[src/rtl/execute_arbiter_if.sv]
// Request/response bundle between two requesters and the shared execute arbiter.
// Requester i owns bit i of every 2-bit field and slice i of every packed operand field.
interface execute_arbiter_if #(
    parameter int unsigned N = 64
);
    logic [1:0]     req_valid;
    logic [1:0]     req_ready;
    logic [1:0]     req_alusrc;
    logic [7:0]     req_aluctl;
    logic [2*N-1:0] req_pc;
    logic [2*N-1:0] req_imm;
    logic [2*N-1:0] req_rd1;
    logic [2*N-1:0] req_rd2;
    logic [1:0]     rsp_valid;
    logic [1:0]     rsp_ready;
    logic [N-1:0]   rsp_pcbranch;
    logic [N-1:0]   rsp_alures;
    logic [N-1:0]   rsp_wdata;
    logic           rsp_zero;
    logic           busy;

    // Requester side
    modport master (
        output req_valid, req_alusrc, req_aluctl, req_pc, req_imm, req_rd1, req_rd2, rsp_ready,
        input  req_ready, rsp_valid, rsp_pcbranch, rsp_alures, rsp_wdata, rsp_zero, busy
    );

    // Arbiter side
    modport slave (
        input  req_valid, req_alusrc, req_aluctl, req_pc, req_imm, req_rd1, req_rd2, rsp_ready,
        output req_ready, rsp_valid, rsp_pcbranch, rsp_alures, rsp_wdata, rsp_zero, busy
    );
endinterface

[src/rtl/execute_arbiter.sv]
// Shares one execute datapath (ALU + branch adder) between two requesters.
// Round-robin grant, operands latched on acceptance, response held until the owner takes it.
module execute_arbiter #(
    parameter int unsigned N = 64
) (
    input  logic        clk,
    input  logic        reset,
    execute_arbiter_if.slave bus
);

    typedef enum logic [1:0] {StIdle, StExec, StResp} state_e;

    // ALU control encodings understood by the execute datapath
    localparam logic [3:0] AluAnd = 4'b0000;
    localparam logic [3:0] AluOr  = 4'b0001;
    localparam logic [3:0] AluAdd = 4'b0010;
    localparam logic [3:0] AluSub = 4'b0110;
    localparam logic [3:0] AluSlt = 4'b0111;
    localparam logic [3:0] AluNor = 4'b1100;

    state_e       state_q, state_d;
    logic         grant_q, grant_d;
    logic         last_grant_q, last_grant_d;
    logic         sel;
    logic         accept;

    logic         op_alusrc_q;
    logic [3:0]   op_aluctl_q;
    logic [N-1:0] op_pc_q, op_imm_q, op_rd1_q, op_rd2_q;

    logic [N-1:0] rsp_pcbranch_q, rsp_alures_q, rsp_wdata_q;
    logic         rsp_zero_q;

    logic [N-1:0] alu_b;
    logic [N-1:0] ex_pcbranch, ex_alures, ex_wdata;
    logic         ex_zero;
    logic         slt;

    // Grant candidate: a lone requester wins; on a tie the one not served last wins
    always_comb begin
        sel = bus.req_valid[1];
        if (&bus.req_valid) begin
            sel = ~last_grant_q;
        end
    end

    // FSM next-state, acceptance and grant bookkeeping
    always_comb begin
        state_d      = state_q;
        grant_d      = grant_q;
        last_grant_d = last_grant_q;
        accept       = 1'b0;
        unique case (state_q)
            StIdle: begin
                if (|bus.req_valid) begin
                    accept  = 1'b1;
                    grant_d = sel;
                    state_d = StExec;
                end
            end
            StExec: begin
                state_d = StResp;
            end
            StResp: begin
                if (bus.rsp_ready[grant_q]) begin
                    last_grant_d = grant_q;
                    state_d      = StIdle;
                end
            end
            default: begin
                state_d = StIdle;
            end
        endcase
    end

    // State, grant owner and round-robin pointer
    always_ff @(posedge clk) begin
        if (reset) begin
            state_q      <= StIdle;
            grant_q      <= 1'b0;
            last_grant_q <= 1'b1;
        end else begin
            state_q      <= state_d;
            grant_q      <= grant_d;
            last_grant_q <= last_grant_d;
        end
    end

    // Operand registers: the datapath only ever sees these latched copies
    always_ff @(posedge clk) begin
        if (reset) begin
            op_alusrc_q <= 1'b0;
            op_aluctl_q <= 4'b0;
            op_pc_q     <= '0;
            op_imm_q    <= '0;
            op_rd1_q    <= '0;
            op_rd2_q    <= '0;
        end else if (accept) begin
            op_alusrc_q <= sel ? bus.req_alusrc[1] : bus.req_alusrc[0];
            op_aluctl_q <= sel ? bus.req_aluctl[7:4] : bus.req_aluctl[3:0];
            op_pc_q     <= sel ? bus.req_pc[2*N-1:N]  : bus.req_pc[N-1:0];
            op_imm_q    <= sel ? bus.req_imm[2*N-1:N] : bus.req_imm[N-1:0];
            op_rd1_q    <= sel ? bus.req_rd1[2*N-1:N] : bus.req_rd1[N-1:0];
            op_rd2_q    <= sel ? bus.req_rd2[2*N-1:N] : bus.req_rd2[N-1:0];
        end
    end

    // Execute datapath: ALU, branch target adder, store-data passthrough
    always_comb begin
        alu_b       = op_alusrc_q ? op_imm_q : op_rd2_q;
        slt         = $signed(op_rd1_q) < $signed(alu_b);
        ex_alures   = '0;
        case (op_aluctl_q)
            AluAnd:  ex_alures = op_rd1_q & alu_b;
            AluOr:   ex_alures = op_rd1_q | alu_b;
            AluAdd:  ex_alures = op_rd1_q + alu_b;
            AluSub:  ex_alures = op_rd1_q - alu_b;
            AluSlt:  ex_alures = {{(N-1){1'b0}}, slt};
            AluNor:  ex_alures = ~(op_rd1_q | alu_b);
            default: ex_alures = '0;
        endcase
        ex_zero     = (ex_alures == '0);
        ex_pcbranch = op_pc_q + (op_imm_q << 2);
        ex_wdata    = op_rd2_q;
    end

    // Response registers: captured once in EXEC, held stable through RESP
    always_ff @(posedge clk) begin
        if (reset) begin
            rsp_pcbranch_q <= '0;
            rsp_alures_q   <= '0;
            rsp_wdata_q    <= '0;
            rsp_zero_q     <= 1'b0;
        end else if (state_q == StExec) begin
            rsp_pcbranch_q <= ex_pcbranch;
            rsp_alures_q   <= ex_alures;
            rsp_wdata_q    <= ex_wdata;
            rsp_zero_q     <= ex_zero;
        end
    end

    // Handshake outputs; req_ready is suppressed while reset is held
    always_comb begin
        bus.req_ready    = (accept && !reset) ? {sel, ~sel} : 2'b00;
        bus.rsp_valid    = (state_q == StResp) ? {grant_q, ~grant_q} : 2'b00;
        bus.busy         = (state_q != StIdle);
        bus.rsp_pcbranch = rsp_pcbranch_q;
        bus.rsp_alures   = rsp_alures_q;
        bus.rsp_wdata    = rsp_wdata_q;
        bus.rsp_zero     = rsp_zero_q;
    end

endmodule
[src/flat_wrapper.sv]
// flat-port wrapper written by rule: the top's interface ports become plain ports
module execute_arbiter_flat 
#(
    parameter int unsigned N = 64
)
  (clk, reset, bus_req_valid, bus_req_alusrc, bus_req_aluctl, bus_req_pc, bus_req_imm, bus_req_rd1, bus_req_rd2, bus_rsp_ready, bus_req_ready, bus_rsp_valid, bus_rsp_pcbranch, bus_rsp_alures, bus_rsp_wdata, bus_rsp_zero, bus_busy);
  execute_arbiter_if #(.N(N)) bus_i ();
  input  logic clk;
  input  logic reset;
  input wire logic [$bits(bus_i.req_valid)-1:0] bus_req_valid;
  input wire logic [$bits(bus_i.req_alusrc)-1:0] bus_req_alusrc;
  input wire logic [$bits(bus_i.req_aluctl)-1:0] bus_req_aluctl;
  input wire logic [$bits(bus_i.req_pc)-1:0] bus_req_pc;
  input wire logic [$bits(bus_i.req_imm)-1:0] bus_req_imm;
  input wire logic [$bits(bus_i.req_rd1)-1:0] bus_req_rd1;
  input wire logic [$bits(bus_i.req_rd2)-1:0] bus_req_rd2;
  input wire logic [$bits(bus_i.rsp_ready)-1:0] bus_rsp_ready;
  output wire logic [$bits(bus_i.req_ready)-1:0] bus_req_ready;
  output wire logic [$bits(bus_i.rsp_valid)-1:0] bus_rsp_valid;
  output wire logic [$bits(bus_i.rsp_pcbranch)-1:0] bus_rsp_pcbranch;
  output wire logic [$bits(bus_i.rsp_alures)-1:0] bus_rsp_alures;
  output wire logic [$bits(bus_i.rsp_wdata)-1:0] bus_rsp_wdata;
  output wire logic [$bits(bus_i.rsp_zero)-1:0] bus_rsp_zero;
  output wire logic [$bits(bus_i.busy)-1:0] bus_busy;
  assign bus_i.req_valid = bus_req_valid;
  assign bus_i.req_alusrc = bus_req_alusrc;
  assign bus_i.req_aluctl = bus_req_aluctl;
  assign bus_i.req_pc = bus_req_pc;
  assign bus_i.req_imm = bus_req_imm;
  assign bus_i.req_rd1 = bus_req_rd1;
  assign bus_i.req_rd2 = bus_req_rd2;
  assign bus_i.rsp_ready = bus_rsp_ready;
  assign bus_req_ready = bus_i.req_ready;
  assign bus_rsp_valid = bus_i.rsp_valid;
  assign bus_rsp_pcbranch = bus_i.rsp_pcbranch;
  assign bus_rsp_alures = bus_i.rsp_alures;
  assign bus_rsp_wdata = bus_i.rsp_wdata;
  assign bus_rsp_zero = bus_i.rsp_zero;
  assign bus_busy = bus_i.busy;
  execute_arbiter #(.N(N)) u_core (.clk(clk), .reset(reset), .bus(bus_i));
endmodule
[config.mk]
export PLATFORM = sky130hd
export DESIGN_NAME = execute_arbiter_flat
export DESIGN_NICKNAME = d
export VERILOG_FILES = /design/src/rtl/execute_arbiter_if.sv /design/src/rtl/execute_arbiter.sv /design/src/flat_wrapper.sv
export SDC_FILE = /design/constraint.sdc
export NUM_CORES = 2
export LEC_CHECK = 0
export CAP_MARGIN = 20
export CELL_PAD_IN_SITES_DETAIL_PLACEMENT = 1
export CELL_PAD_IN_SITES_GLOBAL_PLACEMENT = 2
export CORE_MARGIN = 5
export CORE_UTILIZATION = 32
export CTS_BUF_LIST = sky130_fd_sc_hd__clkbuf_8
export CTS_CLUSTER_SIZE = 24
export DETAILED_ROUTE_END_ITERATION = 12
export PLACE_DENSITY = 0.95
export SYNTH_ARGS = -nofsm -noshare
export SYNTH_HDL_FRONTEND = slang
export SYNTH_SLANG_ARGS = --single-unit
[constraint.sdc]
create_clock -name clk -period 10.7 [get_ports clk]
set_input_delay 2.14 -clock clk [delete_from_list [all_inputs] [get_ports clk]]
set_output_delay 2.14 -clock clk [all_outputs]
set_load 0.02 [all_outputs]
==> impl_metrics.json <==
{
  "place_hpwl_um": 134000,
  "hold_viol": 0,
  "final_common_cell": "clkdlybuf4s50_1",
  "violations": "DRC",
  "synth_cell_type_count": 114,
  "synth_cells": 4025,
  "die_w_um": 325,
  "place_congestion": 0.999,
  "drcViolationCount": 2,
  "ant_nets": 0,
  "cts_root_buf": "clkbuf_8",
  "die_area_mm2": 0.106,
  "slowest_stage": "a221oi_1",
  "synth_seq_cells": 458,
  "slew_violations": 0,
  "drtIter0Drc": 3690,
  "nets": 5413,
  "powerDensity_mw_per_mm2": 160,
  "grt_max_degree": 167,
  "grt_util_all_layers_pct": 30.4,
  "syn_to_final_growth_pct": 31.3,
  "fmax_mhz": 149,
  "rows": 115,
  "power_leakage_uw": 0.0180,
  "routed_wl_um": 171000,
  "grt_pass1_wl_um": 244000,
  "slew_headroom_pct": 12.8,
  "rrSetupSlack_ps": 4000,
  "end_kind": "flip-flop",
  "p_total_uw": 6680,
  "die_h_um": 325,
  "synth.yosys.seq_area_share_pct": 28.8,
  "required_ps": 11350,
  "placement.cell_area_mm2": 0.0400,
  "setup_tns_ps": 0,
  "synth.cell_area_mm2": 0.0318,
  "fin_crit_sh_pct": 62.6,
  "grt_overflow": 0,
  "stdcell_area_mm2": 0.0418,
  "synth_nets": 4835,
  "cts_max_path_buffers": 3,
  "dr.pass1.iters": 13,
  "worst_skew_pair.late_latency_ps": 740,
  "syn_avg_cell_area_um2": 7.90,
  "cp-start-kind": "flip-flop",
  "vias": 35400,
  "clk_pin_slew_ps": 60,
  "rsz0062_at_grt": "false",
  "dpl.cell_count": 5801,
  "postCtsSetupRepairBufs": 0,
  "viasPerCell": 5.94,
  "cts-hold-fix-buffers": 0,
  "synthArstFlopShare_pct": 0,
  "ir_drop_mv": 0.0837,
  "final_cell_mix": "clkdlybuf4s50_1 (724), inv_1 (506), dfxtp_1 (456)",
  "fin_cells": 5954,
  "coreArea_mm2": 0.0986,
  "cts_tree": "yes",
  "hp-class": "flip-flop to flip-flop",
  "path_class": "flip-flop to flip-flop",
  "final.fill_count": 11700,
  "holdWs_ps": 450,
  "start_util_pct": 32.3,
  "finalSetupViolCount": 0,
  "cp_cell_sequence": "mux2i_1 > ha_1 > inv_1 > a21oi_1 > o31ai_1 > a21oi_1 > o21a_1 > mux2i_1 > xnor2_1 > a221oi_1 > nand3_1 > nor4_1 > nand4_1 > nor4_2 > nand4_1 > o32ai_2",
  "cts_resized": 0,
  "regArea_mm2": 0.00917,
  "io_buffers": 725,
  "multi_input_area_mm2": 0.0198,
  "tightestPinTransition_ps": 1310,
  "drv_cap": 0,
  "antenna_found_initial": 6,
  "grt_pass1_vias": 35700,
  "status": "finished with violations",
  "cts_made_buffers": 87,
  "drive_gt1_share_pct": 5.34,
  "synth_edf_count": 0,
  "worst-path-max-fanout": 36,
  "cts.sinks": 458,
  "wire_per_inst_um": 28.8,
  "ys.flop_type": "dfxtp_1",
  "period_needed_ps": 6700,
  "max_stage_delay_ps": 990,
  "arrival_ps": 7340,
  "pin_count": 726,
  "clock-skew-final_ps": 31.5,
  "yosysWarnings": 0,
  "htreeDepth": 3
}
==> worst max-delay path, delay by kind of cell (launching register included) <==
| kind | cells | cell delay [ps] |
|---|---|---|
| AO/OA/AOI/OAI | 6 | 2420 |
| AND/OR/NAND/NOR | 5 | 1400 |
| multiplexers | 2 | 910 |
| flip-flops | 1 | 850 |
| adder cells (fa/ha/maj) | 1 | 590 |
| buffers and inverters | 1 | 180 |
| XOR/XNOR | 1 | 170 |
==> metal layers <==
metal / up-vias / wire length [um] / track usage [%]
li1: 15900 / - / -
met1: 17400 / 66600 / 35.5
met2: 1616 / 78700 / 50.6
met3: 434 / 12100 / 5.59
met4: 4 / 14000 / 20.6
met5: - / 25 / 0
==> synth_stat cells (21+ instances only) <==
cell type | n | share of area, %
a222oi_1 | 261 | 8.2
o211ai_1 | 26 | 0.61
nand2_1 | 375 | 4.4
a21o_1 | 69 | 1.6
a31oi_1 | 23 | 0.45
nand2b_1 | 22 | 0.43
o31ai_1 | 47 | 1.1
ha_1 | 279 | 11
o21a_1 | 21 | 0.50
a21oi_1 | 384 | 6.0
inv_1 | 478 | 5.6
clkbuf_1 | 223 | 2.6
mux2i_1 | 82 | 2.6
a221oi_1 | 44 | 1.2
buf_2 | 25 | 0.39
a211oi_1 | 65 | 1.5
xnor2_1 | 75 | 2.1
nor2_1 | 260 | 3.1
o21bai_1 | 38 | 0.90
dfxtp_1 | 458 | 29
nand4_1 | 53 | 1.0
o21ai_0 | 142 | 2.2
o21ai_1 | 21 | 0.33
a221o_1 | 25 | 0.79
nand3_1 | 65 | 1.0
nor4_1 | 38 | 0.75
nor3_1 | 73 | 1.1
==> state kept, by name (all words and copies together) (netlist names) <==
register and flops:
u_core.bus.rsp_alures 64, u_core.bus.rsp_pcbranch 64, u_core.bus.rsp_wdata 64, u_core.bus.rsp_zero 1, u_core.ex_wdata 64, u_core.grant_q 1, u_core.last_grant_q 1, u_core.op_aluctl_q 4
u_core.op_alusrc_q 1, u_core.op_imm_q 64, u_core.op_pc_q 64, u_core.op_rd1_q 64, u_core.state_q 2
==> per-stage QoR <==
| step | setup slack, ps | util [%] |
|---|---|---|
| CTS | 4290 | 42.4 |
| global route | 4060 | 42.4 |
| floorplan | 5340 | - |
| global placement | 4320 | 40.6 |
| detailed placement | 4320 | 40.6 |
| finish | 4000 | 42.4 |
==> report_power, final <==
group / leakage [uW] / switching, uW / total (uW) / internal (uW)
Clock: 0.00101 / 846 / 1830 / 979
Sequential: 0.00376 / 251 / 2130 / 1870
Combinational: 0.0132 / 1730 / 2730 / 993
==> final cells by class <==
class,instances,area share (%)
clock inverters,50,0.944
well taps,1287,3.86
flip-flops and latches,458,22.0
repair buffers,766,18.2
inverters,483,4.34
diodes,3,0.0180
multi-input cells,2807,47.4
clock buffers,100,3.30
==> kinds of logic after synthesis <==
| group | share of synthesized area [%] |
|---|---|
| multiplexers | 2.65 |
| buffers and inverters | 9.24 |
| XOR/XNOR | 2.62 |
| AND/OR/NAND/NOR | 15.3 |
| adder cells (fa/ha/maj) | 11.2 |
| AO/OA/AOI/OAI | 30.2 |
| flip-flops | 28.8 |
==> final timing paths <==
kind,to,from,depth (start not counted)
setup reg to reg,u_core.bus.rsp_zero$_SDFFE_PP0N_,u_core.op_alusrc_q$_SDFFE_PP0P_,16
hold / removal,u_core.bus.rsp_pcbranch[42]$_SDFFE_PP0N_,u_core.bus.rsp_pcbranch[42]$_SDFFE_PP0N_,2
setup / recovery,u_core.bus.rsp_zero$_SDFFE_PP0N_,u_core.op_alusrc_q$_SDFFE_PP0P_,16
hold reg to reg,u_core.bus.rsp_pcbranch[42]$_SDFFE_PP0N_,u_core.bus.rsp_pcbranch[42]$_SDFFE_PP0N_,2
Power figures use the tool's default switching activity.
